### src/rtl/prog_sequencer.sv
// prog_sequencer: fetches instruction words from program memory and gates the
// processor through a fixed number of EXEC cycles per opcode class.
module prog_sequencer #(
    parameter int ADDR_W       = 5,
    parameter int LONG_CYCLES  = 3,
    parameter int SHORT_CYCLES = 1
) (
    input  logic              i_clock,
    input  logic              i_resetn,
    input  logic              i_run,
    input  logic [15:0]       i_mem_data,
    output logic [ADDR_W-1:0] o_mem_addr,
    output logic [15:0]       o_iin,
    output logic              o_proc_resetn,
    output logic              o_busy,
    output logic              o_done,
    output logic [ADDR_W-1:0] o_pc
);
    typedef enum logic [2:0] {S_IDLE, S_FETCH, S_LOAD, S_EXEC, S_HALT} state_t;
    state_t            r_state;
    logic [3:0]        r_cnt;
    logic [ADDR_W-1:0] r_pc;
    logic [ADDR_W-1:0] r_mem_addr;
    logic [15:0]       r_ir;
    logic              r_proc_resetn;
    logic              r_busy;
    logic              r_done;
    logic              w_halt;
    logic [3:0]        w_cycles;
    logic              w_last;
    assign w_halt   = i_mem_data[15:13] == 3'b111;
    assign w_cycles = (i_mem_data[15:14] == 2'b00) ? 4'(SHORT_CYCLES) : 4'(LONG_CYCLES);
    assign w_last   = r_cnt == 4'd1;
    // Status outputs are written with the state they describe, so they stay aligned with r_state.
    always_ff @(posedge i_clock) begin
        if (!i_resetn) begin
            r_state       <= S_IDLE;
            r_cnt         <= '0;
            r_pc          <= '0;
            r_mem_addr    <= '0;
            r_ir          <= '0;
            r_proc_resetn <= 1'b0;
            r_busy        <= 1'b0;
            r_done        <= 1'b0;
        end else begin
            case (r_state)
                S_IDLE: if (i_run) begin
                    r_state <= S_FETCH;
                    r_busy  <= 1'b1;
                end
                S_FETCH: begin
                    r_mem_addr <= r_pc;
                    r_state    <= i_run ? S_LOAD : S_IDLE;
                    r_busy     <= i_run;
                end
                S_LOAD: if (!i_run) begin
                    r_state <= S_IDLE;
                    r_busy  <= 1'b0;
                end else begin
                    r_ir          <= i_mem_data;
                    r_cnt         <= w_cycles;
                    r_state       <= w_halt ? S_HALT : S_EXEC;
                    r_proc_resetn <= !w_halt;
                    r_busy        <= !w_halt;
                    r_done        <= w_halt;
                end
                S_EXEC: begin
                    r_cnt <= r_cnt - 4'd1;
                    if (w_last) begin
                        r_pc          <= r_pc + 1'b1;
                        r_proc_resetn <= 1'b0;
                        r_state       <= i_run ? S_FETCH : S_IDLE;
                        r_busy        <= i_run;
                    end
                end
                S_HALT: if (!i_run) begin
                    r_state <= S_IDLE;
                    r_done  <= 1'b0;
                end
                default: begin
                    r_state       <= S_IDLE;
                    r_proc_resetn <= 1'b0;
                    r_busy        <= 1'b0;
                    r_done        <= 1'b0;
                end
            endcase
        end
    end
    assign o_mem_addr    = r_mem_addr;
    assign o_iin         = r_ir;
    assign o_proc_resetn = r_proc_resetn;
    assign o_busy        = r_busy;
    assign o_done        = r_done;
    assign o_pc          = r_pc;
endmodule

### config.mk
export PLATFORM = sky130hd
export DESIGN_NAME = prog_sequencer
export DESIGN_NICKNAME = d
export VERILOG_FILES = /design/src/rtl/prog_sequencer.sv
export SDC_FILE = /design/constraint.sdc
export NUM_CORES = 1
export LEC_CHECK = 0
export CAP_MARGIN = 20
export CORE_ASPECT_RATIO = 0.7
export CORE_MARGIN = 2
export CORE_UTILIZATION = 49
export DETAILED_ROUTE_END_ITERATION = 12
export PLACE_DENSITY_LB_ADDON = 0.08
export SYNTH_ARGS = -nofsm -noshare
export SYNTH_HDL_FRONTEND = slang
export SYNTH_SLANG_ARGS = --single-unit
### constraint.sdc
create_clock -name i_clock -period 4.2 [get_ports i_clock]
set_input_delay 1.05 -clock i_clock [delete_from_list [all_inputs] [get_ports i_clock]]
set_output_delay 1.05 -clock i_clock [all_outputs]
set_load 0.005 [all_outputs]
# == After elaboration in Yosys (flattened, before gate mapping) ==
# Index checks and enable logic that the tools add are counted.
# totals
reg_bits,36
input_bits,19
out_inout_bits,29
elab_cells,57
# classes
n_addsub,2
eq_ne,10
n_mux,21
bitwise,3
reduce_logical,13
# op_table
cell,count
$mux W3,5
$pmux W3 S5,1
$reduce_and A3 Y1,4
$mux W1,8
$ne A2 B2 Y1 const B,4
$pmux W4 S2,1
$eq A3 B2 Y1 const B,2
$eq A3 B3 Y1 const B,2
$pmux W1 S3,2
$reduce_and A2 Y1,3
$reduce_or A3 Y1,2
$add A5 B1 Y5 const B,1
$pmux W1 S5,1
$eq A4 B1 Y1 const B,1
$mux W2,2
$mux W4,1
$sub A4 B1 Y4 const B,1
$eq A3 B1 Y1 const B,1
$logic_not A3 Y1,1
$not A1 Y1,3
$logic_not A2 Y1,1
$reduce_bool A2 Y1,1
$logic_not A1 Y1,1

# == Logic depth before layout (Yosys ltp) ==
# Gate-level depths: netlist of run 1.
# depth
ltp_word,4
ltp_mapped,6
ltp_nobuf,5

# == Least setup slack after synthesis of run 1 ==
# Ideal clock, no wire load.
# synth_path
path_kind,input port to flip-flop
start,in i_run
end,reg r_proc_resetn (netlist: o_proc_resetn)
arrival_time_ns,1.822
required_time_ns,4.114
path_slack_ns,2.292
path_stages,4
path_cell_list,and4bb_2 > clkbuf_1 > a21oi_1 > a211oi_1
# synth_between
elab_chain_len,2
# synth_rtl
item,line,source
"start, declared",10,"input logic i_run,"
$ne A2 B2 Y1 (no line),-,
$reduce_and A3 Y1 (no line),-,
"end signal, assigned",63,r_proc_resetn <= !w_halt;
"end, declared",25,logic r_proc_resetn;
# Every way passes these cells.
# A chain may end at the register's enable or synchronous reset.

# == Worst setup path after layout of run 1 ==
# layout_path
start,in i_run
end,reg r_done (netlist: o_done)
# layout_between
elab_chain_len,2
elab_cells_between_ends,3
# layout_rtl
item,line,source
$ne A2 B2 Y1 (no line),-,
$reduce_and A3 Y1 (no line) *,-,
"end signal, assigned",65,r_done <= w_halt;
"end, declared",27,logic r_done;
# Mark *: on every way between the ends. The rest lies on a longest branch, timed or not.

==> run metrics, run 1 <==
CTS clock-pin slew for the worst setup and hold paths 0.07 ns; number of synthesized flops with an enable pin 0; crit path launch type primary input; RSZ-0062 raised after global routing false; WS Path Type primary input to flip-flop; critical path fanouts, max 19; Synth Register Bits 36; Final setup viols 0; post-route ant nets 0; cts repair resizes 0; CORE AREA 3080 µm²; Pre-antenna DRT Iters 4; nets 244; final std cells w/o fill 261; largest net degree at the start of global routing 31; Post-Place Cell Area 2000 µm²; Data arrival, critical path 2.84 ns; synth unique cells 40; cell taking the most area after synthesis dfxtp_1; Pwr per Cell Area 349 nW/µm²; Worst EP required 4.40 ns; vias in the first global route 1319; sequential area share after synthesis 0.466; placed cells 253; Hold Crit Depth 2; grt ovf 0; IO Port Bufs 47; Hold Fails Final Rpt 0; share of layout cells above drive strength 1 0.0448; slack of the worst reg-to-reg path 2.19 ns; commonest non-fill, non-tap cell in the layout clkdlybuf4s50_1; ranking of synthesized cells by area dfxtp_1 (47%), nand2_1 (8.5%), a21oi_1 (7.8%); die area 3630 µm²; die height 51.0 µm; Syn Nets 203; via density per instance 5.49; vias 1433; static leakage 0.738 nW; WL per Instance 14.0 µm; reg2reg path depth 3; Worst Max-Slew Pin Slew 0.919 ns; H-tree depth 2; Async S/R FF share, synth 0; Max Clk Rate 378 MHz; ANT cells 0; RePlAce Congestion 0.786; Root Buffer clkbuf_8; final period utilization 0.629; Rows 17; Worst-Skew Late Latency 0.29 ns; status complete, no violations; Synth Area per Inst 8.54 µm²; total detailed-routing wirelength 3660 µm; Final Skew 0.00463 ns; first-pass GRT wire length 5770 µm; Total GRT Usage 0.205; most frequent cells in the layout clkdlybuf4s50_1 (47), dfxtp_1 (36), nand2_1 (35); hold buffer count at cts 0; Ports 48; MaxCap Viol Count 0; HPWL after detailed placement 2420 µm; Max transition margin 0.387; WHS 0.455 ns; Syn-to-layout area delta 37.4%; ys flop type dfxtp_1; 1st-iter DRT viols 71; CP endpoint kind flip-flop; HP Class flip-flop to flip-flop; max-slew violation count 0; worst vdd ir 0.000240 V; CTS tree built; fin crit period 2.64 ns; post-synthesis cell count 181; Yosys top cell area share 0.466; Max clock buf depth 2; Final Cell Area 2120 µm²; Synth Warn # 0; die width 71.1 µm; Setup TNS Final 0 ns; Sink Count 36; postcts setup bufs 0; initial antenna violation count 0; initial core utilization 0.501; total CTS buffers 5; drc violations 0; Post-Syn Area 1550 µm²
==> worst max-delay path, cell delays in order <==
cell and delay, ns:
clkdlybuf4s50_1 0.55, nand4bb_1 0.64, or2_0 0.45, a21oi_1 0.15
==> power breakdown <==
| part | total, W | switching (W) | internal (W) |
|---|---|---|---|
| clock network | 0.000331 | 0.000121 | 0.000209 |
| registers | 0.000353 | 0.00000636 | 0.000347 |
| logic | 0.0000565 | 0.0000254 | 0.0000311 |
| total | 0.000740 | 0.000153 | 0.000587 |
==> sequential cells by signal, indices dropped and copies added, names as in the netlist <==
register and cells:
o_mem_addr 5, o_proc_resetn 1, r_cnt 4, o_done 1, r_state 3, o_busy 1, o_pc 5, o_iin 16
==> kinds of logic after synthesis <==
kind of cell / Yosys count / share of synthesized area
simple gates: 74 / 0.244
compound gates: 43 / 0.162
flops: 36 / 0.466
buf+inv: 17 / 0.0526
mux: 7 / 0.0453
fa+ha+maj: 3 / 0.0243
xor+xnor: 1 / 0.00567
==> synth_stat cells (3+ instances only) <==
master and number:
dfxtp_1 36, nand2_1 35, a21oi_1 24, clkbuf_1 8, mux2i_1 7, nor2_1 7
nand3_1 6, o21ai_0 5, inv_1 4, nor2b_1 4, buf_2 3, ha_1 3
nand2b_1 3, nor3_1 3, or3_1 3
==> worst paths after layout <==
kind | endpoint | from
max | o_done$_SDFFE_PN0P_ | i_run
min | o_iin[7]$_SDFFE_PN0P_ | o_iin[7]$_SDFFE_PN0P_
max reg2reg | o_done$_SDFFE_PN0P_ | r_state[1]$_SDFFE_PN0P_
min reg2reg | o_iin[7]$_SDFFE_PN0P_ | o_iin[7]$_SDFFE_PN0P_
==> stage by stage <==
stage	worst slack (ns)	total power, W	utilization
global placement	1.36	0.000414	0.647
finish	1.56	0.000740	0.688
floorplan	2.29	0.000388	-
global route	1.49	0.000763	0.688
detailed placement	1.27	0.000416	0.647
CTS	1.56	0.000744	0.688
==> metal layers <==
layer  up-vias  share of wire  track usage  routed length (µm)
met4         0         0.0074       0.0818                  27
met5         -              0            0                   0
met3         5          0.067       0.0651                 245
met2        50           0.47        0.360                1720
met1       672           0.45        0.235                1660
li1        706              -            -                   -
==> cell type report <==
| type | count | area [µm²] |
|---|---|---|
| fill | 238 | 961 |
| multi-input combinational | 128 | 743 |
| timing repair buffer | 47 | 470 |
| inverter | 4 | 15.0 |
| sequential | 36 | 721 |
| tap | 38 | 47.5 |
| clock buffer | 7 | 96.3 |
| clock inverter | 1 | 30.0 |
(Power assumes the default switching activity.)
==> run 2, diff against run 1 <==
--- a/config.mk
+++ b/config.mk
@@ -8,7 +8,7 @@
 export CAP_MARGIN = 20
 export CORE_ASPECT_RATIO = 0.7
 export CORE_MARGIN = 2
-export CORE_UTILIZATION = 49
+export CORE_UTILIZATION = 41
 export DETAILED_ROUTE_END_ITERATION = 12
 export PLACE_DENSITY_LB_ADDON = 0.08
 export SYNTH_ARGS = -nofsm -noshare
==> constraint.sdc (replaced) <==
create_clock -name i_clock -period 2.1 [get_ports i_clock]
set_input_delay 0.525 -clock i_clock [delete_from_list [all_inputs] [get_ports i_clock]]
set_output_delay 0.525 -clock i_clock [all_outputs]
set_load 0.005 [all_outputs]
==> run 2 against run 1 <==
  * Worst hold slack worse by 0.0022 ns
  * Power grew 77%
  * Combinational power increased by 120%
  * Via count fell by 1.8%
  * Final area up 1.2%
  * Clock power is 46% higher
  * Die area rose by 18%
  * Final cell count rose by 6.5%
  * Core utilization fell by 8.4 points
  * Clock skew grew 0.0039 ns
  * Global-route usage down 2.3 points
  * Non-clock buffer count rose by 5
  * Critical endpoint is now o_pc[3]$_SDFFE_PN0P_
  * Largest power group unchanged
  * Highest routed layer unchanged
==> run metrics, run 2 (synthesis gave the netlist of run 1 again) <==
total detailed-routing wirelength 3680 µm; Setup TNS Final 0 ns; commonest non-fill, non-tap cell in the layout clkdlybuf4s50_1; static leakage 0.751 nW; postcts setup bufs 0; share of layout cells above drive strength 1 0.0658; RSZ-0062 raised after global routing false; max-slew violation count 0; fin crit period 1.82 ns; cts repair resizes 0; WL per Instance 13.2 µm; ANT cells 0; status complete, no violations; Util after Layout 0.604; CP endpoint kind flip-flop; max reg flops 16; die area 4280 µm²; Data arrival, critical path 2.04 ns; Total GRT Usage 0.182; WS Path Type flip-flop to flip-flop; CTS tree built; hold buffer count at cts 0; Final Skew 0.00849 ns; total CTS buffers 5; die height 55.4 µm; 1st-iter DRT viols 60; IO Port Bufs 47; grt ovf 0; Final setup viols 0; post-route ant nets 0; Root Buffer clkbuf_8; vias in the first global route 1329; MaxCap Viol Count 0; initial antenna violation count 0; CTS clock-pin slew for the worst setup and hold paths 0.07 ns; RePlAce Congestion 0.862; critical path fanouts, max 9; initial core utilization 0.434; CORE AREA 3560 µm²; Worst Max-Slew Pin Slew 0.558 ns; HP Class flip-flop to flip-flop; nets 249; fillers 342; crit path launch type flip-flop; largest net degree at the start of global routing 17; Syn-to-layout area delta 39.1%; Sink Count 36; Max clock buf depth 2; final period utilization 0.866; most frequent cells in the layout clkdlybuf4s50_1 (47), dfxtp_1 (36), nand2_1 (35); vias 1407; Pwr per Cell Area 609 nW/µm²; Hold Fails Final Rpt 0; Worst EP required 2.32 ns; HPWL after detailed placement 2620 µm; H-tree depth 2; die width 77.4 µm; Pre-antenna DRT Iters 4; first-pass GRT wire length 6310 µm; Worst-Skew Late Latency 0.29 ns; Max Clk Rate 550 MHz; worst vdd ir 0.000485 V; Rows 18; Max transition margin 0.626; Ports 48; via density per instance 5.06; drc violations 0
-- run 2: cell count changes in the layout (fill, tap and decap cells not counted) --
cell       previous run  this run
clkbuf_8              7         5
clkinv_4              0         1
clkinv_2              0         2
bufinv_16             1         0
buf_12                0         1
buf_4                 0         4
-- run 2: stage by stage --
step,power (W),instance area [µm²],cells,setup WS (ns),hold WS [ns]
3_3_place_gp,0.000839,2060,270,0.243,0.441
6_report,0.00131,2150,278,0.281,0.453
2_1_floorplan,0.000775,1550,181,0.460,0.450
4_1_cts,0.00132,2150,278,0.285,0.455
3_5_place_dp,0.000842,2060,270,0.184,0.446
5_1_grt,0.00137,2150,278,0.226,0.474
-- run 2: path summary, 6_finish.rpt --
| check | from | end | slack [ns] | cells after the start |
|---|---|---|---|---|
| worst max register to register | r_cnt[0]$_SDFFE_PN0P_ | o_pc[3]$_SDFFE_PN0P_ | 0.28 | 4 |
| worst max-delay path | r_cnt[0]$_SDFFE_PN0P_ | o_pc[3]$_SDFFE_PN0P_ | 0.28 | 4 |
| worst min-delay path | o_iin[8]$_SDFFE_PN0P_ | o_iin[8]$_SDFFE_PN0P_ | 0.45 | 2 |
| worst min register to register | o_iin[8]$_SDFFE_PN0P_ | o_iin[8]$_SDFFE_PN0P_ | 0.45 | 2 |
-- run 2: critical path, cell delays in order (launching register included) --
cell	delay, ns
dfxtp_1	0.41
ha_1	0.18
or3b_1	0.50
or4_1	0.51
a21oi_1	0.14
-- run 2: routing by layer --
metal | GRT usage | share of wire | vias to the layer above
met1 | 0.221 | 0.46 | 655
met5 | 0 | 0 | -
met4 | 0.0689 | 0.010 | 0
met3 | 0.0621 | 0.051 | 5
li1 | - | - | 718
met2 | 0.299 | 0.48 | 29
-- run 2: final cells by class --
cell class / count / area (µm²) / share of cell area
inverters: 4 / 15.0 / 0.00698
clock inverters: 3 / 18.8 / 0.00873
repair buffers: 52 / 520 / 0.242
clock buffers: 5 / 68.8 / 0.0320
multi-input cells: 128 / 743 / 0.346
flip-flops and latches: 36 / 721 / 0.335
well taps: 50 / 62.6 / 0.0291
-- run 2: power breakdown --
group,switching [W],internal [W]
clock,0.000251,0.000231
sequential,0.00000958,0.000693
combinational,0.0000543,0.0000692
==> run 3, diff against run 2 <==
--- a/config.mk
+++ b/config.mk
@@ -5,9 +5,9 @@
 export SDC_FILE = /design/constraint.sdc
 export NUM_CORES = 1
 export LEC_CHECK = 0
-export CAP_MARGIN = 20
+export ABC_AREA = 1
+export CAP_MARGIN = 10
 export CORE_ASPECT_RATIO = 0.7
-export CORE_MARGIN = 2
 export CORE_UTILIZATION = 41
 export DETAILED_ROUTE_END_ITERATION = 12
 export PLACE_DENSITY_LB_ADDON = 0.08
==> run 3 against run 2 <==
  * Final area grew 1.4%
  * Synthesized cell count up 13%
  * Final cell count rose by 9.4%
  * Core utilization increased by 0.46 points
  * Setup slack better by 0.067 ns
  * Fmax rose by 3.8%
  * Global-route usage shrank 0.90 points
  * Die area shrank 5.4%
  * First-iteration DRC count up 6.7%
  * Worst hold slack worse by 0.011 ns
  * Routed wire length fell by 9.2%
  * Synthesized area increased by 0.73%
==> run metrics, run 3 <==
Root Buffer clkbuf_8; largest net degree at the start of global routing 22; post-route ant nets 0; share of layout cells above drive strength 1 0.0787; Final Skew 0.00253 ns; total detailed-routing wirelength 3340 µm; met2 usage 0.260; Post-Syn Area 1560 µm²; fillers 328; Synth Warn # 0; routing usage on met1 0.232; 1st-iter DRT viols 64; Largest stage delay, worst path 0.53 ns; CTS tree built; top cells by count, synth nor2_1 (40), dfxtp_1 (36), o21ai_0 (29); CTS clock-pin slew for the worst setup and hold paths 0.07 ns; max reg flops 16; most frequent cell after synthesis nor2_1; H-tree depth 2; final period utilization 0.834; Hold Fails Final Rpt 0; M3 GR Usage 0.0562; final std cells w/o fill 304; cell taking the most area after synthesis dfxtp_1; Ports 48; crit path cell chain clkdlybuf4s50_1; drc violations 0; CP Buf/Inv Count 1; commonest non-fill, non-tap cell in the layout clkdlybuf4s50_1; RePlAce Congestion 0.848; ys flop type dfxtp_1; HP Class flip-flop to flip-flop; worst vdd ir 0.000481 V; dpl ws 0.305 ns; vias 1452; Data arrival, critical path 1.23 ns; Syn-to-layout area delta 40.0%; sequential area share after synthesis 0.463; postcts setup bufs 0; Setup TNS Final 0 ns; number of synthesized flops with an enable pin 0; die width 75.6 µm; Worst-Skew Late Latency 0.28 ns; die area 4050 µm²; RSZ-0062 raised after global routing false; crit path launch type flip-flop; HPWL after detailed placement 2310 µm; synth unique cells 26; Total GRT Usage 0.173; Max transition margin 0.741; Synth Register Bits 36; Worst Max-Slew Pin Slew 0.387 ns; Final setup viols 0; Worst EP required 1.57 ns; total power 0.00169 W; IO Port Bufs 47; WS Path Type flip-flop to primary output; Slowest-stage cell, CP clkdlybuf4s50_1; Pre-antenna DRT Iters 4; post-synthesis cell count 204; Synth Area per Inst 7.63 µm²; die height 53.6 µm; CP top delay family buffers and inverters; Syn Nets 226; Rows 18; Yosys top cell area share 0.463; placed cells 296; nets 275; initial antenna violation count 0; initial core utilization 0.435; gr busiest metal met2; fin crit period 1.75 ns; hold buffer count at cts 0; status complete, no violations; ANT cells 0; Max clock buf depth 2; FF/Latch Area 721 µm²; MaxCap Viol Count 0; Pwr per Cell Area 777 nW/µm²; grt ovf 0; Setup WS post-layout 0.348 ns; cts repair resizes 0; CP endpoint kind primary output; via density per instance 4.78; most frequent cells in the layout clkdlybuf4s50_1 (47), nor2_1 (40), dfxtp_1 (36); Final Cell Area 2180 µm²; ranking of synthesized cells by area dfxtp_1 (46%), nor2_1 (9.6%), o21ai_0 (9.3%); Multi-input gate area 711 µm²; CORE AREA 3580 µm²; vias in the first global route 1114; Sink Count 36; Max Clk Rate 571 MHz; Async S/R FF share, synth 0; total CTS buffers 5; static leakage 0.814 nW; critical path fanouts, max 5; max-slew violation count 0; Post-Place Cell Area 2050 µm²; first-pass GRT wire length 5080 µm; WL per Instance 11.0 µm
run 3: power breakdown:
group / leakage (nW) / switching, W / internal (W)
registers: 0.292 / 0.0000312 / 0.000729
clock network: 0.0645 / 0.000239 / 0.000419
logic: 0.458 / 0.000129 / 0.000147
run 3: path summary, 6_finish.rpt:
| check | slack (ns) | depth (start not counted) | from | endpoint |
|---|---|---|---|---|
| hold / removal | 0.44 | 2 | o_mem_addr[2]$_SDFFE_PN0P_ | o_mem_addr[2]$_SDFFE_PN0P_ |
| setup reg to reg | 0.68 | 5 | r_state[2]$_SDFFE_PN0P_ | r_state[1]$_SDFFE_PN0P_ |
| setup / recovery | 0.35 | 1 | o_pc[2]$_SDFFE_PN0P_ | o_pc[2] |
| hold reg to reg | 0.44 | 2 | o_mem_addr[2]$_SDFFE_PN0P_ | o_mem_addr[2]$_SDFFE_PN0P_ |
run 3: area by class of cell:
type | instances | share of cell area
clock inverter | 1 | 0.0138
multi-input combinational | 142 | 0.326
timing repair buffer | 49 | 0.223
clock buffer | 7 | 0.0442
sequential | 36 | 0.331
inverter | 19 | 0.0339
tap | 50 | 0.0287
run 3: logic make-up (layout without fill, tap and decap cells):
family / count (synthesis) / in the layout / share of synthesized area
buf+inv: 26 / 76 / 0.0804
simple gates: 87 / 87 / 0.251
compound gates: 49 / 49 / 0.165
xor+xnor: 3 / 3 / 0.0169
flops: 36 / 36 / 0.463
fa+ha+maj: 3 / 3 / 0.0241
run 3: metal layers:
layer | up-vias | part of all wire
met5 | - | 0
met4 | 0 | 0.0057
met3 | 2 | 0.060
met2 | 47 | 0.43
met1 | 643 | 0.50
li1 | 760 | -
run 3: through the flow:
stage	utilization	hold WS (ns)
CTS	0.609	0.447
global placement	0.573	0.434
detailed placement	0.573	0.435
floorplan	-	0.440
global route	0.609	0.468
finish	0.609	0.442
